## src/rtl/spi_controller.sv

```systemverilog
// SPI mode-0 (CPOL=0, CPHA=0) controller: drives cs_n/sclk/mosi from clk through an
// integer divider, shifts WIDTH bits MSB-first and returns the captured miso word.
module spi_controller #(
  parameter int WIDTH   = 8,
  parameter int CLK_DIV = 2
) (
  input  logic             clk,
  input  logic             rstb,
  input  logic             ena,
  input  logic             start,
  input  logic [WIDTH-1:0] tx_data,
  input  logic             miso,
  output logic             sclk,
  output logic             cs_n,
  output logic             mosi,
  output logic             busy,
  output logic             done,
  output logic [WIDTH-1:0] rx_data
);

  localparam int DIV_W = (CLK_DIV > 1) ? $clog2(CLK_DIV) : 1;
  localparam int CNT_W = $clog2(WIDTH + 1);

  localparam logic [DIV_W-1:0] DIV_LAST = DIV_W'(CLK_DIV - 1);
  localparam logic [CNT_W-1:0] LAST_BIT = CNT_W'(WIDTH);

  typedef enum logic [1:0] {
    IDLE,
    SETUP,
    SHIFT,
    HOLD
  } state_e;

  state_e           state_q, state_d;
  logic [DIV_W-1:0] div_q, div_d;
  logic [CNT_W-1:0] bit_cnt_q, bit_cnt_d;
  logic [WIDTH-1:0] tx_sr_q, tx_sr_d;
  logic [WIDTH-1:0] rx_sr_q, rx_sr_d;
  logic [WIDTH-1:0] rx_data_q, rx_data_d;
  logic             sclk_q, sclk_d;
  logic             cs_n_q, cs_n_d;
  logic             busy_q, busy_d;
  logic             done_q, done_d;

  logic             div_last;

  assign div_last = (div_q == DIV_LAST);

  // Reset wins over ena; with ena low every register, done included, holds.
  always_ff @(posedge clk) begin
    // NOTE: non-blocking assignments so every flop samples the pre-edge values.
    if (!rstb) begin
      state_q   <= IDLE;
      div_q     <= '0;
      bit_cnt_q <= '0;
      tx_sr_q   <= '0;
      rx_sr_q   <= '0;
      rx_data_q <= '0;
      sclk_q    <= 1'b0;
      cs_n_q    <= 1'b1;
      busy_q    <= 1'b0;
      done_q    <= 1'b0;
    end else if (ena) begin
      state_q   <= state_d;
      div_q     <= div_d;
      bit_cnt_q <= bit_cnt_d;
      tx_sr_q   <= tx_sr_d;
      rx_sr_q   <= rx_sr_d;
      rx_data_q <= rx_data_d;
      sclk_q    <= sclk_d;
      cs_n_q    <= cs_n_d;
      busy_q    <= busy_d;
      done_q    <= done_d;
    end
  end

  always_comb begin
    // NOTE: every output of this block gets a default first so no latch is inferred.
    state_d   = state_q;
    div_d     = div_q;
    bit_cnt_d = bit_cnt_q;
    tx_sr_d   = tx_sr_q;
    rx_sr_d   = rx_sr_q;
    rx_data_d = rx_data_q;
    sclk_d    = sclk_q;
    cs_n_d    = cs_n_q;
    busy_d    = busy_q;
    done_d    = 1'b0;

    case (state_q)
      IDLE: begin
        if (start) begin
          tx_sr_d   = tx_data;
          cs_n_d    = 1'b0;
          busy_d    = 1'b1;
          div_d     = '0;
          bit_cnt_d = '0;
          state_d   = SETUP;
        end
      end

      // cs_n setup time; the first sclk rise doubles as the exit edge.
      SETUP: begin
        if (div_last) begin
          div_d     = '0;
          sclk_d    = 1'b1;
          rx_sr_d   = {rx_sr_q[WIDTH-2:0], miso};
          bit_cnt_d = CNT_W'(1);
          state_d   = SHIFT;
        end else begin
          div_d = div_q + DIV_W'(1);
        end
      end

      SHIFT: begin
        if (div_last) begin
          div_d  = '0;
          sclk_d = ~sclk_q;
          if (!sclk_q) begin
            rx_sr_d   = {rx_sr_q[WIDTH-2:0], miso};
            bit_cnt_d = bit_cnt_q + CNT_W'(1);
          end else begin
            tx_sr_d = {tx_sr_q[WIDTH-2:0], 1'b0};
            if (bit_cnt_q == LAST_BIT) begin
              state_d = HOLD;
            end
          end
        end else begin
          div_d = div_q + DIV_W'(1);
        end
      end

      HOLD: begin
        if (div_last) begin
          div_d     = '0;
          cs_n_d    = 1'b1;
          busy_d    = 1'b0;
          done_d    = 1'b1;
          rx_data_d = rx_sr_q;
          state_d   = IDLE;
        end else begin
          div_d = div_q + DIV_W'(1);
        end
      end

      default: state_d = IDLE;
    endcase
  end

  assign sclk    = sclk_q;
  assign cs_n    = cs_n_q;
  assign mosi    = tx_sr_q[WIDTH-1];
  assign busy    = busy_q;
  assign done    = done_q;
  assign rx_data = rx_data_q;

endmodule

```

## config.mk

```make
export PLATFORM = sky130hd
export DESIGN_NAME = spi_controller
export DESIGN_NICKNAME = d
export VERILOG_FILES = /design/src/rtl/spi_controller.sv
export SDC_FILE = /design/constraint.sdc
export NUM_CORES = 1
export LEC_CHECK = 0
export BUFFER_PORTS_ARGS = -buffer_cell sky130_fd_sc_hd__buf_2
export CAP_MARGIN = 5
export CORE_MARGIN = 8
export CORE_UTILIZATION = 60
export CTS_CLUSTER_SIZE = 10
export DETAILED_ROUTE_END_ITERATION = 16
export PLACE_DENSITY_LB_ADDON = 0.25
export SETUP_SLACK_MARGIN = 0.02
export SLEW_MARGIN = 20
export SYNTH_ARGS = -nofsm -noshare
export SYNTH_HDL_FRONTEND = slang
export SYNTH_SLANG_ARGS = --single-unit
export TNS_END_PERCENT = 100
```

## constraint.sdc

```tcl
create_clock -name clk -period 4.12 [get_ports clk]
set_clock_uncertainty 0.1 [all_clocks]
set_input_delay 0.412 -clock clk [delete_from_list [all_inputs] [get_ports clk]]
set_output_delay 0.412 -clock clk [all_outputs]
set_load 0.1 [all_outputs]
```

### Word-level counts from Yosys, hierarchy flattened

Cells that the tools add are included.

* bits in registers: 35
* input bits: 13

* $add $sub $neg: 2
* eq/ne operators: 11
* mux-type cells: 32
* bitwise logic cells: 1
* reduce and logical (&&, ||, !) cells: 14

Operator list (number)
* two-way mux 8 bit: 6
* case mux 8 bit (2 select lines): 2
* two-way mux 4 bit: 4
* != test 2 bit, second input constant: 7
* two-way mux 2 bit: 6
* case mux 4 bit (3 select lines): 1
* AND reduction 5 bit: 2
* two-way mux 1 bit: 8
* case mux 1 bit (2 select lines): 4
* case mux 2 bit (4 select lines): 1
* AND reduction 4 bit: 2
* AND reduction 7 bit: 1
* AND reduction 6 bit: 1
* nonzero test 2 bit: 3
* adder 4 x 1 -> 4 bit, second input constant: 1
* equality test 2 bit, second input constant: 2
* equality test 4 bit, second input constant: 1
* AND reduction 3 bit: 1
* nonzero test 3 bit: 1
* OR reduction 3 bit: 1
* equality test 2 x 1 -> 1 bit, second input constant: 1
* logical NOT 2 bit: 1
* AND reduction 2 bit: 1
* adder 1 bit, second input constant: 1
* NOT 1 bit: 1

### Depth between registers and ports, before layout

* depth in word-level cells: 5
* gate-level depth with buffers: 8
* gate-level depth less buffers: 6

### Worst setup path before layout

Ideal clock, no wire load.

* path kind: register to register
* start: register sclk_q (netlist: sclk)
* end: register tx_sr_q[7]
* data arrival time: 1.904 ns
* required time: 3.903 ns
* setup slack: 1.999 ns
* stages on the path, launching flop included: 6
* clock period less this slack: 2.121 ns
* path through: dfxtp_1 -> a21boi_1 -> nor4_4 -> buf_4 -> nand2_1 -> o211a_1

* word-level cells in the longest chain between the ends: 2

Ends and longest elaborated chain
* start, declared: line 40 `logic sclk_q, sclk_d;`
* start signal, assigned: line 70 `sclk_q <= sclk_d;`
* != test 2 bit (no source line)
* AND reduction 5 bit (no source line)
* end signal, assigned: line 67 `tx_sr_q <= tx_sr_d;`
* end, declared: line 37 `logic [WIDTH-1:0] tx_sr_q, tx_sr_d;`

Every way passes these cells.
A chain may end at the register's enable or synchronous reset.

### Final worst setup path

* start: register state_q[0]
* end: register tx_sr_q[0]

* word-level cells in the longest chain between the ends: 3

Ends and longest elaborated chain
* start, declared: line 34 `state_e state_q, state_d;`
* start signal, assigned: line 64 `state_q <= state_d;`
* equality test 2 bit or logical NOT 2 bit (tied branches): line 90 `case (state_q)`
* != test 2 bit (no source line) or nonzero test 2 bit (tied branches)
* AND reduction 5 bit (no source line)

Several ways; a longest one is shown, not always the timed one.

==> flow_metrics.tcl <==
set metrics [dict create \
    status "complete, no violations" \
    worstSetupEndpointType "flip-flop" \
    critPathMaxFanout 20 \
    die-height_um 69.4 \
    synthMuxAreaShare_pct 9.95 \
    netlist.top_cell.by_area "sky130_fd_sc_hd__dfxtp_1" \
    synth.top_cell.area_share_pct 41.0 \
    place.port_buffers 25 \
    combinational_family_with_the_most_area_after_synthesis "simple AND/OR/NAND/NOR gates" \
    floorplan.rows 19 \
    first_global_vias 1356 \
    mostFrequentLayoutCells "sky130_fd_sc_hd__dfxtp_1 (35), sky130_fd_sc_hd__nand2_1 (29), sky130_fd_sc_hd__buf_2 (25), sky130_fd_sc_hd__mux2i_1 (17)" \
    synthCells 181 \
    peakVddDrop_v 0.000360 \
    cts.clk_slew.worst_paths_ns 0.11 \
    finalHoldViolCount 0 \
    period_needed_ns 2.58 \
    fmaxAchievable_mhz 388 \
    finish.instance_area_um2 1920 \
    gr-usage-all-layers_pct 14.2 \
    syn_area_um2 1710 \
    design.core.area_um2 2730 \
    simple_gate_portion_of_the_synthesized_area_pct 20.0 \
    cts_buffer_depth 2 \
    first_pass_iters 4 \
    yosys.cell_types.count 37 \
    post_synth_xor_area_fraction_pct 0 \
    detailedPlacementHpwl_mm 2.33 \
    grt.overflow.total 0 \
    final_setup_violations 0 \
    report.final.slew_viol_count 0 \
    antenna_violations_before_repair 0 \
    synth.avg_cell_area_um2 9.45 \
    total_leakage_power_nw 0.779 \
    drt_iter0_drc 95 \
    worst-endpoint-required_ns 4.30 \
    slew_margin_rel_pct 42.5 \
    final.setup.worst_slack_ns 1.54 \
    ctsHtreeMaxLevel 2 \
    clock-sinks 35 \
    mappedNetlistNets 201 \
    synth.yosys.seq_area_share_pct 41.0 \
    rsz_0062_raised_after_global_routing "false" \
    timing.critical_path.arrival_ns 2.75 \
    drv.max_cap_violation_count 0 \
    via_count 1358 \
    finalSetupTns_ns 0 \
    grt_max_degree 38 \
    filler_instances 217 \
    synth_enable_flop_cells 0 \
    drt_drc_violations_left 0 \
    multiInputGateArea_um2 932 \
    totalPowerFinal_w 0.000830 \
    most_frequent_standard_cell_in_the_layout_excluding_fill_and_tap_cells "sky130_fd_sc_hd__dfxtp_1" \
    synth_async_sr_flop_share_pct 0 \
    synth.area.top_cells "sky130_fd_sc_hd__dfxtp_1 (41%), sky130_fd_sc_hd__mux2i_1 (9.9%), sky130_fd_sc_hd__nand2_1 (6.4%)" \
    worstSetupStartpointType "flip-flop" \
    critPathLaunch "state_q[0]" \
    die_area_um2 4810 \
    holdCritStartpoint "tx_data[0]" \
    timing.final.crit_share_pct 62.5 \
    power_per_cell_area_nw_per_um2 432 \
    final_net_count 223 \
    synthFlopType "sky130_fd_sc_hd__dfxtp_1" \
    place_congestion 0.741 \
    layout-area-overhead-vs-synth_pct 12.3 \
    grt_pass1_wl_mm 5.81 \
    routed_wire_length_per_instance_um 14.3 \
    r2r_setup_slack_ns 1.54 \
    synth_compound_gate_area_share_pct 19.5 \
    synth-seq-cells 35 \
    post_cts.resized_instances 0 \
    cts_tree "built" \
    dieWidth_um 69.4 \
    post-cts-setup-buffers 0 \
    post_route_cells_drive_above_1_share_pct 18.1 \
    worst_pin_slew_ns 0.862 \
    holdCritPathClass "in2reg" \
    clk-insertion-delay-late_ns 0.34 \
    preCtsSetupSlack_ns 1.55 \
    antenna_left 0 \
    diodes 0 \
    synth_fa_ha_area_share_pct 5.12 \
    wirelength_mm 3.36 \
    routed_via_density 5.78 \
    setup.worst_path.class "reg2reg" \
    initial_utilization_pct 62.6 \
    cts_root_buffer "sky130_fd_sc_hd__clkbuf_4" \
    cts_hold_buf 0 \
    cts_buffers 5 \
    sequential_cell_area_um2 701 \
    place_area_um2 1820 \
    launching_point_of_the_worst_reg2reg_path "state_q[0]" \
    synth_warnings 0 \
    number_of_top_level_pins 26 \
]
==> state kept, by name, indices dropped and copies added (netlist names) <==
name	flops
bit_cnt_q	4
busy	1
cs_n	1
div_last	1
done	1
rx_data	8
rx_sr_q	8
sclk	1
state_q	2
tx_sr_q	8
==> path summary, 6_finish.rpt <==
| kind | end | cells after the start |
|---|---|---|
| worst min register to register | rx_data[7] | 2 |
| worst max-delay path | tx_sr_q[0] | 6 |
| worst max register to register | tx_sr_q[0] | 6 |
| worst min-delay path | tx_sr_q[0] | 3 |
==> cell type report <==
cell class                 count  area share, %
timing repair buffer          25           6.51
sequential                    35           36.5
clock buffer                   6           2.15
inverter                       6           1.17
multi-input combinational    130           48.5
clock inverter                 2           3.13
tap                           31           2.02
==> where the power goes <==
group / switching [W] / internal, W / leakage [nW] / total [W]
Clock: 0.000116 / 0.000189 / 0.0525 / 0.000306
Combinational: 0.000103 / 0.0000512 / 0.442 / 0.000154
Sequential: 0.0000144 / 0.000356 / 0.284 / 0.000371
Total: 0.000234 / 0.000597 / 0.779 / 0.000830
==> per-stage QoR <==
stage / cells / util [%] / hold slack [ns]
detailed placement: 227 / 66.5 / 0.357
global placement: 227 / 66.5 / 0.349
floorplan: 181 / - / 0.337
global route: 235 / 70.3 / 0.230
finish: 235 / 70.3 / 0.251
CTS: 235 / 70.3 / 0.248
==> layer usage <==
metal	part of all wire (%)	global-route usage [%]	vias up	routed length (µm)
met5	0	0	-	0
met4	1.0	5.47	0	35
met3	6.7	6.29	6	224
met2	49	24.2	40	1650
met1	43	14.9	629	1450
li1	-	-	683	-
==> Yosys cell counts, types with 2 or more instances <==
cell type	n
sky130_fd_sc_hd__a31oi_1	2
sky130_fd_sc_hd__dfxtp_1	35
sky130_fd_sc_hd__a21boi_0	10
sky130_fd_sc_hd__mux2i_1	17
sky130_fd_sc_hd__buf_2	2
sky130_fd_sc_hd__o21ai_0	6
sky130_fd_sc_hd__a21boi_1	4
sky130_fd_sc_hd__nand3_1	3
sky130_fd_sc_hd__nor2_1	2
sky130_fd_sc_hd__o21a_1	2
sky130_fd_sc_hd__nor2b_1	10
sky130_fd_sc_hd__ha_1	7
sky130_fd_sc_hd__clkbuf_1	5
sky130_fd_sc_hd__inv_1	6
sky130_fd_sc_hd__nand3b_1	2
sky130_fd_sc_hd__nand2_1	29
sky130_fd_sc_hd__a21oi_1	5
sky130_fd_sc_hd__nand2b_1	6
sky130_fd_sc_hd__or4b_1	2
sky130_fd_sc_hd__buf_4	2
sky130_fd_sc_hd__o211a_1	7
sky130_fd_sc_hd__o31ai_1	2
==> kinds of logic after synthesis <==
group                      count (synthesis)
and+or+nand+nor                           62
AOI/OAI and AO/OA                         44
DFF                                       35
muxes                                     17
buffers and inverters                     16
adders and majority gates                  7
==> worst max-delay path, stage by stage, from the launching register on <==
cell                       delay [ns]
sky130_fd_sc_hd__dfxtp_1         0.35
sky130_fd_sc_hd__inv_1           0.15
sky130_fd_sc_hd__ha_1            0.75
sky130_fd_sc_hd__nor2_1          0.18
sky130_fd_sc_hd__nor4_4          0.64
sky130_fd_sc_hd__nand3b_1        0.15
sky130_fd_sc_hd__a21boi_0        0.19
No activity file was read; power rests on OpenSTA's default activity.
